`config.mk`:
```
export PLATFORM = sky130hd
export DESIGN_NAME = image_pixel_writer
export DESIGN_NICKNAME = d
export VERILOG_FILES = /design/src/rtl/image_pkg.sv /design/src/rtl/rgb888_to_rgb565.sv /design/src/rtl/image_pixel_writer.sv
export SDC_FILE = /design/constraint.sdc
export NUM_CORES = 1
export LEC_CHECK = 0
export BUFFER_PORTS_ARGS = -buffer_cell sky130_fd_sc_hd__buf_2
export CORE_ASPECT_RATIO = 2
export CORE_MARGIN = 1.5
export CORE_UTILIZATION = 40
export DETAILED_ROUTE_END_ITERATION = 8
export SLEW_MARGIN = 40
export SYNTH_ARGS = -nofsm -noshare
export SYNTH_HDL_FRONTEND = slang
export SYNTH_SLANG_ARGS = --single-unit
```
`constraint.sdc`:
```
create_clock -name i_clk -period 7.3 [get_ports i_clk]
set_clock_uncertainty 0.15 [all_clocks]
set_input_delay 0.73 -clock i_clk [delete_from_list [all_inputs] [get_ports i_clk]]
set_output_delay 0.73 -clock i_clk [all_outputs]
set_load 0.05 [all_outputs]
```
`src/rtl/image_pkg.sv`:
```
// Shared constants for the RGB565 framebuffer writer and display path.
// Register map, CTRL bits, FSM states and pixel field widths.
package image_pkg;

  localparam int FRAME_PIXELS_DEF = 76800;

  localparam logic [2:0] REG_ADDR0  = 3'd0;
  localparam logic [2:0] REG_ADDR1  = 3'd1;
  localparam logic [2:0] REG_ADDR2  = 3'd2;
  localparam logic [2:0] REG_PIX_HI = 3'd3;
  localparam logic [2:0] REG_PIX_LO = 3'd4;
  localparam logic [2:0] REG_CTRL   = 3'd5;
  localparam logic [2:0] REG_R      = 3'd3;
  localparam logic [2:0] REG_G      = 3'd4;
  localparam logic [2:0] REG_B      = 3'd6;

  localparam int CTRL_CLR_ERR  = 0;
  localparam int CTRL_AUTO_INC = 1;

  localparam int R_W = 5;
  localparam int G_W = 6;
  localparam int B_W = 5;

  typedef enum logic {
    IDLE = 1'b0,
    REQ  = 1'b1
  } state_e;

endpackage

```
`src/rtl/rgb888_to_rgb565.sv`:
```
// Packs an 8:8:8 colour into RGB565 by keeping the channel MSBs.
// Pure combinational; used only in the RGB888 input mode.
module rgb888_to_rgb565
  import image_pkg::*;
(
  input  logic [7:0]  i_r,
  input  logic [7:0]  i_g,
  input  logic [7:0]  i_b,
  output logic [15:0] o_pix
);

  logic unused_lsbs;

  assign o_pix = {i_r[7:8-R_W],
                  i_g[7:8-G_W],
                  i_b[7:8-B_W]};

  assign unused_lsbs = ^{i_r[7-R_W:0],
                         i_g[7-G_W:0],
                         i_b[7-B_W:0]};

endmodule

```
`src/rtl/image_pixel_writer.sv`:
```
// CPU byte-register writer that commits RGB565 pixels to video RAM.
// Optional macro IMAGE_PIXEL_WRITER_RGB888_EN: R/G/B regs, B commits.
module image_pixel_writer
  import image_pkg::*;
#(
  parameter int ADDR_W       = 17,
  parameter int FRAME_PIXELS = FRAME_PIXELS_DEF
) (
  input  logic              i_clk,
  input  logic              i_rst_n,
  input  logic              i_wr,
  input  logic [2:0]        i_reg,
  input  logic [7:0]        i_data,
  output logic              o_vram_we,
  output logic [ADDR_W-1:0] o_vram_addr,
  output logic [15:0]       o_vram_data,
  input  logic              i_vram_ready,
  output logic              o_busy,
  output logic              o_error
);

  localparam logic [ADDR_W:0] FRAME_N =
    (ADDR_W+1)'(FRAME_PIXELS);
  localparam logic [ADDR_W-1:0] LAST =
    ADDR_W'(FRAME_PIXELS - 1);

`ifdef IMAGE_PIXEL_WRITER_RGB888_EN
  localparam logic [2:0] COMMIT_REG = REG_B;
`else
  localparam logic [2:0] COMMIT_REG = REG_PIX_LO;
`endif

  state_e            state_q, state_d;
  logic [ADDR_W-1:0] ptr_q, ptr_d;
  logic [ADDR_W-1:0] addr_q, addr_d;
  logic [15:0]       data_q, data_d;
  logic [7:0]        hi_q, hi_d;
  logic              auto_q, auto_d;
  logic              err_q, err_d;

  logic [15:0]       pix;
  logic [ADDR_W-1:0] ptr_inc;
  logic [ADDR_W-1:0] ptr_cur;
  logic              accept;
  logic              commit;
  logic              err_set;
  logic              err_clr;

`ifdef IMAGE_PIXEL_WRITER_RGB888_EN
  logic [7:0] g_q, g_d;

  rgb888_to_rgb565 u_pack (
    .i_r   (hi_q),
    .i_g   (g_q),
    .i_b   (i_data),
    .o_pix (pix)
  );
`else
  assign pix = {hi_q, i_data};
`endif

  assign ptr_inc = (ptr_q == LAST) ? '0 : ptr_q + 1'b1;
  assign accept  = (state_q == REQ) && i_vram_ready;
  assign commit  = i_wr && (i_reg == COMMIT_REG);
  assign ptr_cur = (accept && auto_q) ? ptr_inc : ptr_q;

  // Next-state: acceptance, register writes, commit and error rules.
  always_comb begin
    state_d = state_q;
    ptr_d   = ptr_q;
    addr_d  = addr_q;
    data_d  = data_q;
    hi_d    = hi_q;
    auto_d  = auto_q;
    err_set = 1'b0;
    err_clr = 1'b0;
`ifdef IMAGE_PIXEL_WRITER_RGB888_EN
    g_d     = g_q;
`endif
    if (accept) begin
      state_d = IDLE;
      if (auto_q) ptr_d = ptr_inc;
    end
    if (i_wr) begin
      case (i_reg)
        REG_ADDR0: begin
          ptr_d       = ptr_q;
          ptr_d[7:0]  = i_data;
        end
        REG_ADDR1: begin
          ptr_d       = ptr_q;
          ptr_d[15:8] = i_data;
        end
        REG_ADDR2: begin
          ptr_d = ptr_q;
          ptr_d[ADDR_W-1:16] = i_data[ADDR_W-17:0];
        end
        REG_PIX_HI: hi_d = i_data;
`ifdef IMAGE_PIXEL_WRITER_RGB888_EN
        REG_G: g_d = i_data;
`endif
        REG_CTRL: begin
          err_clr = i_data[CTRL_CLR_ERR];
          auto_d  = i_data[CTRL_AUTO_INC];
        end
        default: ;
      endcase
    end
    if (commit) begin
      if ((state_q == IDLE || accept) &&
          ({1'b0, ptr_cur} < FRAME_N)) begin
        addr_d  = ptr_cur;
        data_d  = pix;
        state_d = REQ;
      end else begin
        err_set = 1'b1;
      end
    end
    err_d = (err_q && !err_clr) || err_set;
  end

  // State and datapath registers.
  always_ff @(posedge i_clk or negedge i_rst_n) begin
    if (!i_rst_n) begin
      state_q <= IDLE;
      ptr_q   <= '0;
      addr_q  <= '0;
      data_q  <= '0;
      hi_q    <= '0;
      auto_q  <= 1'b1;
      err_q   <= 1'b0;
    end else begin
      state_q <= state_d;
      ptr_q   <= ptr_d;
      addr_q  <= addr_d;
      data_q  <= data_d;
      hi_q    <= hi_d;
      auto_q  <= auto_d;
      err_q   <= err_d;
    end
  end

`ifdef IMAGE_PIXEL_WRITER_RGB888_EN
  // Green channel holding register.
  always_ff @(posedge i_clk or negedge i_rst_n) begin
    if (!i_rst_n) g_q <= '0;
    else          g_q <= g_d;
  end
`endif

  assign o_vram_we   = (state_q == REQ);
  assign o_busy      = (state_q == REQ);
  assign o_vram_addr = addr_q;
  assign o_vram_data = data_q;
  assign o_error     = err_q;

endmodule

```
==> summary.md <==
| Metric | Value |
|---|---|
| Largest net degree at the start of global routing | 62 |
| Post-synth EDFFs | 0 |
| Critical path startpoint category | register |
| Die Y | 130.6 µm |
| Max Freq | 256.8 MHz |
| Top Ports | 51 |
| Pwr per Cell Area | 435.1 mW/mm² |
| Commonest non-fill, non-tap cell in the layout | dfrtp_1 |
| Post-synthesis sequential area ratio | 46.89% |
| CTS max path bufs | 2 |
| Post-CTS setup repair buffer count | 0 |
| Switching Share | 42.43% |
| Comb pwr share | 42.5% |
| Non-Filler Instances | 443 |
| Clk network pwr share | 24.4% |
| Hpwl dp | 6050 µm |
| Post-Synth XOR/XNOR Area | 3.495% |
| Placed cell count | 429 |
| Row cnt | 46 |
| Seq cells post-synth | 61 |
| Commonest non-fill, non-tap cells in the layout | dfrtp_1, buf_2, mux2_4 |
| Main area contributors after synthesis | dfrtp_1, mux2_4, mux2_2, nand2_1, nor2_1 |
| Initial antenna violation count | 0 |
| Area leader, netlist | dfrtp_1 |
| Core area | 0.007885 mm² |
| Synth unique cells | 50 |
| Final hold viol count | 0 |
| Total die area | 0.008728 mm² |
| Hold-fix buffers at CTS | 0 |
| Warnings from Yosys | 0 |
| CP Capture Type | register |
| CTS buffer count | 9 |
| FFs w/ async S/R, synth | 100.0% |
| Fraction of layout cells with a size suffix above 1 | 34.01% |
| Final Max Slew Viols | 0 |
| Critical path fanouts, max | 24 |
| Slowest stage cell, crit path | dfstp_2 |
| Simple-gate area share of the yosys netlist | 15.82% |
| # setup viols final | 0 |
| Worst Hold Slack | 0.3222 ns |
| Worst Tran Pin Value | 0.7278 ns |
| Clock root cell | clkbuf_16 |
| Worst-path clk slew | 0.05 ns |
| Drt initial violations | 162 |
| FF-to-FF setup slack | 3.41 ns |
| Grt total ovfl | 0 |
| TritonCTS clock tree | built |
| Vias per cell | 5.700 |
| FILL cells | 749 |
| Mux cell area share after synthesis | 17.82% |
| Total power | 1.673 mW |
| Placed instance area | 0.003560 mm² |
| Tmin final | 3.894 ns |
| Worst Hold Class | in2async |
| Final Cell Area | 0.003845 mm² |
| Diodes inserted | 0 |
| Cells after Synth | 296 |
| WP buf/inv | 1 |
| Post-Synth Adder-Cell Area | 0.3840% |
| Data arrival, critical path | 3.95 ns |
| Vias in the first global route | 2578 |
| DR pass1 iterations | 4 |
| Resized cells post-CTS | 0 |
| Syn_nets | 312 |
| Compound-Gate Fraction of Synth Area | 12.33% |
| Die width | 66.82 µm |
| First-pass GRT wire length | 13770 µm |
| Post-layout net count | 360 |
| Register share of total power | 33.1% |
| Sum Neg Setup Slack | 0 ns |
| Largest family of logic cells by synthesized area | multiplexers |
| CP delay by family, top | simple AND/OR/NAND/NOR gates |
| Synthesized cell area | 0.003258 mm² |
| Status | complete, no violations |
| Syn-to-layout area delta | 18.01% |
| FF/Latch Area | 0.001528 mm² |
| Crit-path cells | nand3_1, or3_4, or4_4, a21oi_2, a211oi_2, o2111ai_4, buf_4, mux2_4 |
| Critical path class | reg2reg |
| Area occupied by multi-input gates | 0.001624 mm² |
| CP max stage delay | 0.55 ns |
| Tcrit/Tclk final | 53.34% |
| RSZ-0062 raised after global routing | no |
| Avg WL per Cell | 19.13 µm |
| Psw | 0.7098 mW |
| Mean Syn Cell Area | 11.01 µm² |
| Max-cap violations | 0 |
| Yosys top cell area share | 46.08% |
| CP required | 7.36 ns |
| Vias | 2525 |
| DRC | 0 |
| Drt total wl | 8476 µm |
| Synth Flop Type | dfrtp_1 |
| Number of port buffers | 50 |
| Worst VDD drop | 0.1753 mV |
| Worst-Skew Late Latency | 0.33 ns |
| Final Wtd Congestion | 0.9212 |
| # clock sinks | 61 |
| LEAKAGE | 1.767 nW |
| Routed Antenna Nets | 0 |
| Pint | 0.9632 mW |
| Fin worst setup slack | 3.406 ns |
| Pre-CTS setup slack | 3.071 ns |
| Initial Util | 41.32% |
| Worst slew margin | 51.11% |
| H-tree levels | 3 |
| Overall Global Routing Usage | 21.69% |
| Core Util, Final | 48.76% |
## layout make-up
type / instances / share of cell area [%]
Multi-Input combinational cell: 215 / 42.24
Sequential cell: 61 / 39.73
Timing Repair Buffer: 53 / 7.192
Clock buffer: 12 / 6.411
Tap cell: 96 / 3.124
Clock inverter: 2 / 0.9112
Inverter: 4 / 0.3905
## kinds of logic (layout without fill, tap and decap cells)
kind of cell	count (synthesis)	after routing
buffers and inverters	20	71
flip-flops	61	61
adder cells (fa/ha/maj)	1	1
AO/OA/AOI/OAI	62	62
AND/OR/NAND/NOR	97	97
XOR/XNOR	13	13
multiplexers	42	42
## routing by layer
metal	vias to the layer above	track usage (%)	wire length, µm
met5	-	0	0
met4	0	13.69	363
met3	24	5.051	324
met2	76	34.88	4500
met1	1254	25.65	3288
li1	1171	-	-
## worst reg2reg max path: stages, from the launching register on
cell       delay, ns
dfstp_2         0.55
nand3_1         0.37
or3_4           0.55
or4_4           0.49
a21oi_2         0.22
a211oi_2        0.13
o2111ai_4       0.45
buf_4           0.50
mux2_4          0.37
## registers in the layout (all words and copies together) (netlist names)
register	flops
o_busy	1
o_error	1
o_vram_data	16
ptr_q	17
hi_q	8
o_vram_addr	17
auto_q	1
## path summary, 6_finish.rpt
check,depth (start not counted),startpoint,endpoint
hold reg to reg,1,o_vram_data[0],o_vram_data[0]
setup reg to reg,8,auto_q,o_vram_addr[9]
setup / recovery,8,auto_q,o_vram_addr[9]
hold / removal,2,i_rst_n,o_vram_addr[8]
max in group asynchronous,2,i_rst_n,auto_q
min in group i_clk,1,o_vram_data[0],o_vram_data[0]
## synthesized netlist by cell type, types with 3 or more instances
cell,instances
dfrtp_1,60
mux2_4,29
nand2_1,25
nor2_1,25
a21oi_1,18
o21ai_0,13
o22ai_1,13
mux2_2,12
nand3_1,9
or3_1,9
xnor2_1,9
clkbuf_1,8
nand4_1,5
buf_2,4
inv_1,4
xor2_1,4
a31oi_1,3
and3_1,3
buf_6,3
nand2b_1,3
nor3_1,3
## power by group through the flow
stage                     Clock [mW]  Sequential, mW  Combinational, mW
after floorplan                    0           0.850              0.257
after global placement             0           0.557              0.705
after detailed placement           0           0.558              0.715
after CTS                      0.419           0.555              0.717
after global routing           0.436           0.574              0.755
final                          0.408           0.554              0.711
(Power assumes the default switching activity.)
